$ cat config.mk
export PLATFORM = sky130hd
export DESIGN_NAME = mux8_rr_arbiter
export DESIGN_NICKNAME = d
export VERILOG_FILES = /design/src/rtl/mux8_rr_arbiter.sv
export SDC_FILE = /design/constraint.sdc
export NUM_CORES = 1
export LEC_CHECK = 0
export ABC_AREA = 0
export CAP_MARGIN = 25
export CORE_ASPECT_RATIO = 1.25
export CORE_UTILIZATION = 30
export CTS_BUF_LIST = sky130_fd_sc_hd__clkbuf_4
export DETAILED_ROUTE_END_ITERATION = 12
export PLACE_DENSITY = 0.57
export RECOVER_POWER = 100
export SLEW_MARGIN = 10
export SYNTH_ARGS = -nofsm -noshare
export SYNTH_HDL_FRONTEND = slang
export SYNTH_SLANG_ARGS = --single-unit
$ cat constraint.sdc
create_clock -name clk -period 4.1 [get_ports clk]
set_clock_uncertainty 0.2 [all_clocks]
set_input_delay 0.82 -clock clk [delete_from_list [all_inputs] [get_ports clk]]
set_output_delay 0.82 -clock clk [all_outputs]
set_load 0.01 [all_outputs]
$ cat src/rtl/mux8_rr_arbiter.sv
// Round-robin arbiter owning the select of an 8:1 bit mux; one registered one-hot grant at a time.
// Optional grant timeout is enabled by defining MUX8_ARB_TIMEOUT_EN (limit set by HOLD_MAX).

module HW2_mux8to1 (
  input  logic [7:0] in,
  input  logic [2:0] sel,
  output logic       out
);
  assign out = in[sel];
endmodule

module mux8_rr_arbiter #(
  parameter int REQ_NUM = 8,
  parameter int SEL_W   = 3
`ifdef MUX8_ARB_TIMEOUT_EN
  , parameter int HOLD_MAX = 4
`endif
) (
  input  logic               clk,
  input  logic               rst_n,
  input  logic [REQ_NUM-1:0] req,
  input  logic [REQ_NUM-1:0] in,
  output logic [REQ_NUM-1:0] gnt,
  output logic [SEL_W-1:0]   sel,
  output logic               busy,
  output logic               out
);

  typedef enum logic {IDLE, GRANT} state_t;

  state_t             state_q, state_d;
  logic [REQ_NUM-1:0] gnt_q, gnt_d;
  logic [SEL_W-1:0]   sel_q, sel_d;
  logic               busy_q, busy_d;
  logic [SEL_W-1:0]   ptr_q, ptr_d;
  logic               found;
  logic [SEL_W-1:0]   pick;
  logic [SEL_W-1:0]   idx;
  logic               timeoutHit;
  logic               muxOut;

  // First set request scanning upward from ptr and wrapping; only consumed in IDLE.
  always_comb begin
    found = 1'b0;
    pick  = ptr_q;
    idx   = '0;
    for (int i = 0; i < REQ_NUM; i++) begin
      idx = ptr_q + SEL_W'(i);
      if (!found && req[idx]) begin
        found = 1'b1;
        pick  = idx;
      end
    end
  end

`ifdef MUX8_ARB_TIMEOUT_EN
  logic [7:0] holdCnt_q, holdCnt_d;

  always_comb begin
    holdCnt_d = holdCnt_q;
    if (state_q == IDLE) begin
      holdCnt_d = '0;
    end else if (holdCnt_q != 8'hFF) begin
      holdCnt_d = holdCnt_q + 8'd1;
    end
  end

  always_ff @(posedge clk or negedge rst_n) begin
    if (!rst_n) begin
      holdCnt_q <= '0;
    end else begin
      holdCnt_q <= holdCnt_d;
    end
  end

  assign timeoutHit = (state_q == GRANT) && (holdCnt_q == 8'(HOLD_MAX - 1));
`else
  assign timeoutHit = 1'b0;
`endif

  // Only req[sel] is examined while granted, so other request lines cannot disturb a grant.
  always_comb begin
    state_d = state_q;
    gnt_d   = gnt_q;
    sel_d   = sel_q;
    busy_d  = busy_q;
    ptr_d   = ptr_q;
    case (state_q)
      IDLE: begin
        gnt_d  = '0;
        busy_d = 1'b0;
        if (found) begin
          state_d     = GRANT;
          gnt_d[pick] = 1'b1;
          sel_d       = pick;
          busy_d      = 1'b1;
        end
      end
      GRANT: begin
        if (!req[sel_q] || timeoutHit) begin
          state_d = IDLE;
          gnt_d   = '0;
          busy_d  = 1'b0;
          ptr_d   = sel_q + SEL_W'(1);
        end
      end
      default: begin
        state_d = IDLE;
        gnt_d   = '0;
        busy_d  = 1'b0;
      end
    endcase
  end

  always_ff @(posedge clk or negedge rst_n) begin
    if (!rst_n) begin
      state_q <= IDLE;
      gnt_q   <= '0;
      sel_q   <= '0;
      busy_q  <= 1'b0;
      ptr_q   <= '0;
    end else begin
      state_q <= state_d;
      gnt_q   <= gnt_d;
      sel_q   <= sel_d;
      busy_q  <= busy_d;
      ptr_q   <= ptr_d;
    end
  end

  HW2_mux8to1 u_mux (
    .in  (in),
    .sel (sel_q),
    .out (muxOut)
  );

  assign gnt  = gnt_q;
  assign sel  = sel_q;
  assign busy = busy_q;
  assign out  = busy_q & muxOut;

endmodule

======== Word-level counts from Yosys, hierarchy flattened ========
Cells that the tools add are included.
word-level totals
  register bits ........................... 16
  bits of input ports ..................... 18
  output and inout bits ................... 13
cells by class
  $add $sub $neg .......................... 8
  $lt $le $gt $ge ......................... 11
  eq/ne operators ......................... 1
  muxes and demuxes ....................... 45
  bitwise operators ....................... 3
  reductions and logical operators ........ 17
operators with widths
  cell                                                         number
  less-than comparator 3 x 4 -> 1 bit (second input constant)  10
  binary-select mux 1 bit (select 3 bit)                       10
  two-way mux 1 bit                                            22
  two-way mux 3 bit                                            7
  two-way mux 8 bit                                            2
  one-hot mux 8 bit (2 select lines)                           1
  adder 3 bit (second input constant)                          4
  logical AND 1 bit                                            8
  zero test 1 bit                                              7
  adder 3 x 1 -> 3 bit (second input constant)                 2
  adder 3 x 2 -> 3 bit (second input constant)                 2
  one-hot mux 1 bit (2 select lines)                           2
  AND reduction 2 bit                                          2
  demux 1 bit (select 3 bit)                                   1
  >= comparator 3 x 1 -> 1 bit (second input constant)         1
  != test 2 bit (second input constant)                        1
  NOT 1 bit                                                    2
  bitwise AND 1 bit                                            1

======== Depth between registers and ports, before layout ========
Gate-level depths: netlist of run 1.
  word-level depth ........................ 30
  depth in mapped cells ................... 13

======== Hierarchy ========
A second synthesis of run 1 with hierarchy kept.
second synthesis, totals
  cell total of the unflattened synthesis .. 168
  area total of the unflattened synthesis .. 1,770.4 um^2
by module, submodules not included
  module           instances  cells each  area an instance (um^2)
  mux8_rr_arbiter  1          165         1,706.6
  HW2_mux8to1      1          3           63.8

======== Worst setup path before layout of run 1 ========
No wires, ideal clock.
  kind .................................... reg2reg
  start ................................... register ptr_q[0]
  end ..................................... register gnt_q[3], in the netlist gnt[3]
  setup time .............................. 121 ps
  arrival ................................. 3,069 ps
  required time ........................... 3,779 ps
  path slack .............................. 710 ps
  stages on the path, launching flop included .. 14
  period minus slack after synthesis ...... 3,390 ps
  path through ............................ dfrtp_1 buf_6 inv_1 ha_1 buf_6 buf_12 mux2i_1 mux4_2 a221o_1 a311o_1 a32oi_2 o21ai_2 nor2b_1 a22o_1
on the way
  cells in the longest elaborated chain, start to end .. 30
  elaborated cells between the ends (all ways) .. 59
ends and longest elaborated chain
  what                                                                           line  source
  start, declared                                                                35    logic [SEL_W-1:0] ptr_q, ptr_d;
  start signal, assigned                                                         127   ptr_q <= ptr_d;
  parallel branches: the longest is 28 deep, another holds adder 3 x 1 -> 3 bit  n/a
  two-way mux 8 bit (*)                                                          92    if (found) begin
  one-hot mux 8 bit (2 select lines) (*)                                         88    case (state_q)
  end signal, assigned                                                           124   gnt_q <= gnt_d;
  end, declared                                                                  32    logic [REQ_NUM-1:0] gnt_q, gnt_d;
Every way passes the cells marked *. The select of a mux whose other input is x is not followed.
A chain may end at the register's enable or synchronous reset.

======== Worst setup path in the final report of run 1 ========
  start ................................... input port req[7]
  end ..................................... register gnt_q[7], in the netlist gnt[7]
on the way
  cells in the longest elaborated chain, start to end .. 30
  elaborated cells between the ends (all ways) .. 55
ends and longest elaborated chain
  what                                                                                                       line  source
  start, declared                                                                                            21    input logic [REQ_NUM-1:0] req,
  binary-select mux 1 bit (select 3 bit)                                                                     49    if (!found && req[idx]) begin
  two-way mux 1 bit (implied by the code)                                                                    49
  two-way mux 1 bit                                                                                          49
  zero test 1 bit                                                                                            49
  logical AND 1 bit                                                                                          49
  two-way mux 1 bit                                                                                          49
  zero test 1 bit                                                                                            49
  logical AND 1 bit                                                                                          49
  [... 14 more ...]                                                                                          n/a
  logical AND 1 bit                                                                                          49
  two-way mux 3 bit                                                                                          49
  less-than comparator 3 x 4 -> 1 bit (implied by the code) or >= comparator 3 x 1 -> 1 bit (tied branches)  94    gnt_d[pick] = 1'b1;
  logical AND 1 bit (implied by the code)                                                                    94
  two-way mux 1 bit (implied by the code)                                                                    94
  demux 1 bit (select 3 bit)                                                                                 94
  two-way mux 8 bit                                                                                          92
  one-hot mux 8 bit (2 select lines)                                                                         88
Parallel ways exist; a longest one is shown, timed or not. The select of a mux whose other input is x is not followed.

==> flow_summary.ini, run 1 <==
[worst_hold_path]
hold_path.class = register to register
min_delay_path_depth = 1

[routing]
finalWirelength_um = 4690
via_per_inst = 5.50
drc = 0
via_count = 1594
antenna_left = 0
drt_iter0_markers = 32
wire_per_inst_um = 16.2
drtPass1Iterations = 4

[die]
die_y_um = 91.2
die-area_mm2 = 0.00669
rows = 32
die_w_um = 73.4
start_util_pct = 31.0
core_mm2 = 0.00617
pin_count = 31

[clock_network]
clockRootBuffer = clkbuf_4
clock_path_buffers = 2
cts_hold_buf = 0
cts_setup_buffers = 0
cts_tree = built
cts_made_buffers = 3
htreeDepth = 1
cts_resized = 0
cts_num_sinks = 16
path_clk_slew_ns = 0.09
clk_latency_ns = 0.28

[setup_path]
path_buf_inv = 1
cp.required_ns = 4.08
worstPathArrival_ns = 3.77
critPathKind = input pin to register
critPathMaxFanout = 9
path_cells = dlygate4sd3_1, mux4_1, mux2_1, a221o_1, a311o_1, a32oi_1, o21ai_2, nor2b_1, a22o_1
slowest_stage = dlygate4sd3_1
cp.depth = 9
slowest_delay_ns = 0.68
reg2reg_depth = 11
start_kind = input pin
path_delay_family = compound AO/OA/AOI/OAI gates
cp-end-kind = register

[cells_and_area]
layout-drive-gt1-share_pct = 18.0
final_nets = 227
n_antenna_cell = 0
syn2layout_area_growth_pct = 19.3
fin_util_pct = 37.0

[yosys]
synth_cells = 174
yosysWarnings = 0
synth_nets = 195
syn_area_mm2 = 0.00191
yosysUniqueCellTypes = 53
async_flop_share_pct = 100
ys_seq_area_share_pct = 21.0
ys_ff_latch = 16
syn_avg_cell_area_um2 = 11.0
synth_edf_count = 0
synth_flop_cell = dfrtp_1

[global_route]
track_usage_pct = 15.0
antenna_found_initial = 0
grt_pass1_wl_um = 7870
grt_max_degree = 22
grt_remaining_overflow = 0
grt_pass1_vias = 1580

[power_and_ir_drop]
ir_drop_mv = 0.436
combPwrFrac_pct = 82.7
net-switching-power_uw = 1020
sequentialPowerShare_pct = 13.3
p_int_uw = 1090
p_leak_uw = 0.000939
clkPwrFrac_pct = 4.0
power.density_mw_per_mm2 = 923
swShare_pct = 48.3

[sta]
post-route-period-util_pct = 92.6
fin_crit_ns = 3.80
rsz0062_at_grt = no
max_freq_mhz = 263
slew_headroom_pct = 51.7
finalHoldViolations = 0
setup_viol = 0
final-max-slew-violation-count = 0
fin_setup_tns_ns = 0
holdWs_ns = 0.308
worst_pin_slew_ns = 0.723

[place]
hpwl_um = 3610
place_congestion = 0.801
io_buffers = 30

[status]
status = completed

[flow_run]
drv_cap = 0
[stage by stage]
step	instances	setup WS [ns]	area, um2	power [uW]
after floorplan	174	0.710	1910	1740
after global placement	286	0.177	2270	2060
after detailed placement	286	0.173	2270	2070
after CTS	290	0.476	2290	2170
after global routing	290	0.195	2280	2290
final	290	0.305	2280	2100
[synthesized netlist by cell type (all sizes together) (3+ instances only)]
| master | number | area, um2 |
|---|---|---|
| mux2 | 5 | 56.3 |
| buf | 6 | 66.3 |
| mux4 | 16 | 387 |
| o22ai | 3 | 18.8 |
| or2 | 3 | 18.8 |
| nor2 | 13 | 48.8 |
| o21ai | 5 | 40.0 |
| nand2 | 10 | 37.5 |
| nand2b | 5 | 31.3 |
| a211oi | 3 | 22.5 |
| nor2b | 6 | 37.5 |
| and2b | 3 | 26.3 |
| a22o | 10 | 90.1 |
| a21oi | 4 | 20.0 |
| dfrtp | 16 | 400 |
| ha | 3 | 37.5 |
| inv | 7 | 26.3 |
| clkbuf | 4 | 35.0 |
| mux2i | 24 | 256 |
[worst reg2reg max path: cells and delay by family (launching register included)]
kind / cells / cell delay, ns
AOI/OAI and AO/OA: 5 / 1.17
muxes: 2 / 0.77
adders and majority gates: 1 / 0.54
DFF: 1 / 0.36
buffers and inverters: 2 / 0.35
and+or+nand+nor: 1 / 0.16
[power groups by stage]
stage | combinational [uW] | sequential [uW] | clock, uW
3_3_place_gp | 1780 | 285 | 0
6_report | 1740 | 280 | 83.7
4_1_cts | 1790 | 284 | 89.3
5_1_grt | 1900 | 293 | 96.1
2_1_floorplan | 1460 | 283 | 0
3_5_place_dp | 1790 | 286 | 0
[sequential cells by signal, summed over array words and instances, names as in the netlist]
signal,count
gnt,8
state_q,1
busy,1
sel,3
ptr_q,3
[kinds of logic after synthesis]
kind of cell    count (synthesis)  synth area share [%]
compound gates                 42                  19.1
xor+xnor                        3                  1.38
fa+ha+maj                       3                  1.96
buf+inv                        17                  6.68
flops                          16                  21.0
mux                            45                  36.6
simple gates                   48                  13.3
[path summary, 6_finish.rpt]
check / to / slack [ns] / start
min in group asynchronous: gnt[7]$_DFFE_PN0P_ / 0.83 / rst_n
worst min-delay path: gnt[4]$_DFFE_PN0P_ / 0.31 / gnt[4]$_DFFE_PN0P_
worst max-delay path: gnt[7]$_DFFE_PN0P_ / 0.30 / req[7]
worst max register to register: gnt[7]$_DFFE_PN0P_ / 0.45 / ptr_q[1]$_DFFE_PN0P_
max in group asynchronous: ptr_q[0]$_DFFE_PN0P_ / 2.42 / rst_n
worst min register to register: gnt[4]$_DFFE_PN0P_ / 0.31 / gnt[4]$_DFFE_PN0P_
[layout make-up]
cell class                 count  area, um2
clock buffer                   3       22.5
clock inverter                 1       3.75
fill                         628       3890
inverter                       7       26.3
multi-input combinational    141       1370
sequential                    16        400
tap                           85        106
timing repair buffer          37        349
[cell usage in the layout, fill, tap and decap left out, types with 3 or more instances in the layout]
master,synthesis,layout
ha_1,3,3
mux4_1,7,7
nand2b_1,5,5
buf_4,1,6
nand2_1,10,10
clkdlybuf4s50_1,0,15
and2b_2,3,3
dlygate4sd3_1,0,15
a22o_1,8,8
o22ai_1,3,3
nor2_1,13,13
o21ai_0,3,3
clkbuf_4,0,3
nor2b_1,6,6
a211oi_1,3,3
mux2i_1,22,23
dfrtp_1,16,16
mux2_2,5,4
a21oi_1,4,4
mux4_2,9,9
inv_1,7,7
[layer usage]
metal	global-route usage [%]	up-vias	part of all wire (%)
li1	-	751	-
met1	19.7	798	45
met2	24.8	35	51
met3	2.33	10	2.3
met4	4.97	0	1.7
met5	0	-	0
Note: power is estimated with default switching activity, not from simulation.
==> run 2: changes to the inputs <==
- MAX_ROUTING_LAYER: unset -> met4
- clock period: 4.1 -> 3.8 ns (I/O delays scaled with it)
==> flow_summary.ini, run 2 (synthesized netlist as in run 1, its figures left out) <==
[flow_run]
drv_cap = 0

[setup_path]
slowest_delay_ns = 0.60
worstPathArrival_ns = 3.57
path_cells = clkdlybuf4s50_1, mux4_1, mux2i_4, a22o_2, o21ai_1, o311a_4, mux2i_1, nor2b_1, a22o_1
critPathMaxFanout = 9
cp.required_ns = 3.79
start_kind = input pin
critPathKind = input pin to register
cp-end-kind = register
slowest_stage = mux4_1

[clock_network]
htreeDepth = 1
clockRootBuffer = clkbuf_4
path_clk_slew_ns = 0.10
cts_setup_buffers = 0
cts_num_sinks = 16
clock_path_buffers = 2
cts_tree = built
clk_latency_ns = 0.29
cts_hold_buf = 0
cts_made_buffers = 3
cts_resized = 0

[power_and_ir_drop]
ir_drop_mv = 0.448
power.density_mw_per_mm2 = 1020
p_leak_uw = 0.000992
finalPower_uw = 2400

[global_route]
antenna_found_initial = 0
grt_max_degree = 21
grt_pass1_wl_um = 7690
grt_pass1_vias = 1530
grt_remaining_overflow = 0
track_usage_pct = 15.0

[cells_and_area]
largest_reg_flops = 8
final_common_cell = mux2i_1
n_antenna_cell = 0
syn2layout_area_growth_pct = 23.5
stdcell_area_mm2 = 0.00236
final_nets = 236
layout-drive-gt1-share_pct = 22.0
final_cell_mix = mux2i_1, dfrtp_1, clkdlybuf4s50_1

[sta]
max_freq_mhz = 279
final-max-slew-violation-count = 0
post-route-period-util_pct = 94.2
rsz0062_at_grt = no
fin_crit_ns = 3.58
holdWs_ns = 0.312
setup_viol = 0
finalHoldViolations = 0
worst_pin_slew_ns = 0.711
slew_headroom_pct = 52.4

[routing]
drtPass1Iterations = 5
wire_per_inst_um = 15.3
drc = 0
antenna_left = 0
drt_iter0_markers = 35
finalWirelength_um = 4570
via_per_inst = 5.28
via_count = 1580

[place]
place_area_mm2 = 0.00235
place_congestion = 0.787
hpwl_um = 3590
io_buffers = 30

[die]
start_util_pct = 31.0
die-area_mm2 = 0.00669
die_w_um = 73.4
pin_count = 31
die_y_um = 91.2
rows = 32
core_mm2 = 0.00617

[worst_hold_path]
hold_path.class = register to register

[status]
status = completed
[run 2: cell types whose count changed in the layout (fill, tap and decap cells not counted), sizes merged]
cell / delta
buf: +8
clkdlybuf4s50: +1
clkbuf: +1
dlygate4sd3: -1
[run 2: critical path: cells and delay by family]
kind,cells,cell delay (ns)
AO/OA/AOI/OAI,4,1.00
buffers and inverters,1,0.56
multiplexers,3,1.11
AND/OR/NAND/NOR,1,0.11
[run 2: metrics by stage]
stage	instances	utilization (%)	TNS (ns)	worst slack [ns]
global placement	295	38.1	-0.126	-0.0362
finish	299	38.3	0	0.219
detailed placement	295	38.1	-0.0938	-0.0266
floorplan	174	-	0	0.410
global route	299	38.3	0	0.0570
CTS	299	38.5	0	0.288
[run 2: power breakdown]
group / switching (uW) / internal, uW / total [uW]
registers: 66.1 / 234 / 300
logic: 988 / 1030 / 2010
clock network: 52.0 / 38.1 / 90.1
total: 1110 / 1300 / 2400
[run 2: cell type report]
class	count	area [um2]
multi-input combinational	141	1370
clock inverter	1	3.75
timing repair buffer	46	433
fill	640	3810
sequential	16	400
inverter	7	26.3
tap	85	106
clock buffer	3	22.5
[run 2: final timing paths]
kind | startpoint | end | slack [ns] | cells after the start
max reg2reg | ptr_q[1]$_DFFE_PN0P_ | gnt[7]$_DFFE_PN0P_ | 0.24 | 11
min in group asynchronous | rst_n | gnt[1]$_DFFE_PN0P_ | 0.76 | 1
min | gnt[4]$_DFFE_PN0P_ | gnt[4]$_DFFE_PN0P_ | 0.31 | 1
min reg2reg | gnt[4]$_DFFE_PN0P_ | gnt[4]$_DFFE_PN0P_ | 0.31 | 1
max in group asynchronous | rst_n | sel[2]$_DFFE_PN0P_ | 2.18 | 1
max | req[5] | gnt[7]$_DFFE_PN0P_ | 0.22 | 9
[run 2: routing by layer]
metal | up-vias | global-route usage [%] | part of all wire, %
met2 | 39 | 24.2 | 50
met3 | 2 | 2.33 | 3.9
met4 | 0 | 1.76 | 0.31
li1 | 770 | - | -
met1 | 769 | 20.4 | 46
met5 | - | - | 0
==> run 3: changes to the inputs <==
- RECOVER_POWER: 100 -> unset
==> flow_summary.ini, run 3 (synthesized netlist as in run 1, its figures left out) <==
[status]
status = completed

[die]
die_w_um = 73.4
pin_count = 31
rows = 32
die-area_mm2 = 0.00669
start_util_pct = 31.0
die_y_um = 91.2
core_mm2 = 0.00617

[setup_path]
critPathKind = input pin to register
rr_endpoint = gnt[7]$_DFFE_PN0P_
slowest_stage = mux4_1
critPathMaxFanout = 9
slowest_delay_ns = 0.58
cp.required_ns = 3.79
path_cells = clkdlybuf4s50_1, mux4_1, mux2_2, a221o_1, a311o_1, a32oi_2, o21ai_2, nor2b_1, a22o_1
worstPathArrival_ns = 3.49
start_kind = input pin
r2r_start = ptr_q[1]$_DFFE_PN0P_
path_delay_family = compound AO/OA/AOI/OAI gates
reg2reg_depth = 11
path_buf_inv = 1
rrSetupSlack_ns = 0.35
cp-end-kind = register

[routing]
drtPass1Iterations = 4
wire_per_inst_um = 15.3
drc = 0
via_count = 1576
finalWirelength_um = 4580
via_per_inst = 5.27
drt_iter0_markers = 31
antenna_left = 0

[cells_and_area]
largest_reg_flops = 8
final_cell_mix = clkdlybuf4s50_1, mux2i_1, dfrtp_1
final.fill_count = 636
n_antenna_cell = 0
layout-drive-gt1-share_pct = 23.4
syn2layout_area_growth_pct = 24.3
instances_no_fill = 299
final_nets = 236
final_common_cell = clkdlybuf4s50_1

[worst_hold_path]
hold_path.class = register to register
hold_end = gnt[4]$_DFFE_PN0P_
min_delay_path_depth = 1
min_from = gnt[4]$_DFFE_PN0P_

[clock_network]
cts_tree = built
cts_hold_buf = 0
cts_num_sinks = 16
cts_resized = 0
htreeDepth = 1
clk_latency_ns = 0.29
cts_made_buffers = 3
cts_setup_buffers = 0
clock_path_buffers = 2
path_clk_slew_ns = 0.10
clockRootBuffer = clkbuf_4

[global_route]
grt_max_degree = 21
antenna_found_initial = 0
track_usage_pct = 15.0
grt_pass1_wl_um = 7690
grt_pass1_vias = 1530
grt_remaining_overflow = 0

[power_and_ir_drop]
swShare_pct = 45.9
power.density_mw_per_mm2 = 1030
p_int_uw = 1330
ir_drop_mv = 0.450
p_leak_uw = 0.000960
clkPwrFrac_pct = 3.7
combPwrFrac_pct = 84.0
sequentialPowerShare_pct = 12.3
net-switching-power_uw = 1130

[sta]
finalHoldViolations = 0
slew_headroom_pct = 52.6
final-max-slew-violation-count = 0
worst_pin_slew_ns = 0.709
rsz0062_at_grt = no
holdWs_ns = 0.317
fin_crit_ns = 3.50
max_freq_mhz = 286
setup_viol = 0
post-route-period-util_pct = 92.1

[flow_run]
drv_cap = 0

[place]
hpwl_um = 3590
place_congestion = 0.787
dp_cells = 295
io_buffers = 30
[run 3: cell types whose count changed in the layout (fill, tap and decap cells not counted), sizes merged]
cell           change
buf                +2
dlygate4sd3       -14
clkbuf             -2
clkdlybuf4s50     +14
[run 3: worst max-delay path by stage]
stage	depth (start not counted)	to	slack (ns)	start
2_1_floorplan	13	gnt[3]$_DFFE_PN0P_	0.41	ptr_q[0]$_DFFE_PN0P_
3_3_place_gp	9	gnt[3]$_DFFE_PN0P_	-0.04	req[6]
3_5_place_dp	9	gnt[3]$_DFFE_PN0P_	-0.03	req[7]
4_1_cts	9	gnt[2]$_DFFE_PN0P_	0.29	req[6]
5_1_grt	11	gnt[7]$_DFFE_PN0P_	0.09	ptr_q[1]$_DFFE_PN0P_
6_report	9	gnt[7]$_DFFE_PN0P_	0.30	req[5]
[run 3: through the flow]
step | TNS (ns) | util [%] | total power, uW | setup slack (ns) | instance area (um2)
2_1_floorplan | 0 | - | 1880 | 0.410 | 1910
3_3_place_gp | -0.126 | 38.1 | 2370 | -0.0362 | 2350
3_5_place_dp | -0.0938 | 38.1 | 2370 | -0.0266 | 2350
4_1_cts | 0 | 38.5 | 2470 | 0.288 | 2370
5_1_grt | 0 | 38.5 | 2660 | 0.0907 | 2370
6_report | 0 | 38.5 | 2460 | 0.300 | 2370
[run 3: per-layer routing]
metal,vias to the layer above,global-route usage (%),routed length [um]
li1,770,-,-
met1,771,20.4,2110
met2,33,24.2,2320
met3,2,2.33,127
met4,0,1.76,14
met5,-,-,0
[run 3: cell type report]
| class | instances | area (um2) | share of cell area [%] |
|---|---|---|---|
| multi-input cells | 141 | 1380 | 58.2 |
| repair buffers | 46 | 433 | 18.2 |
| flip-flops and latches | 16 | 400 | 16.9 |
| well taps | 85 | 106 | 4.48 |
| inverters | 7 | 26.3 | 1.11 |
| clock buffers | 3 | 22.5 | 0.948 |
| clock inverters | 1 | 3.75 | 0.158 |
[run 3: power groups by stage]
stage / Sequential [uW] / Combinational (uW) / Clock, uW
finish: 302 / 2070 / 90.0
CTS: 306 / 2070 / 94.2
global route: 319 / 2230 / 103
floorplan: 305 / 1570 / 0
detailed placement: 310 / 2060 / 0
global placement: 310 / 2060 / 0
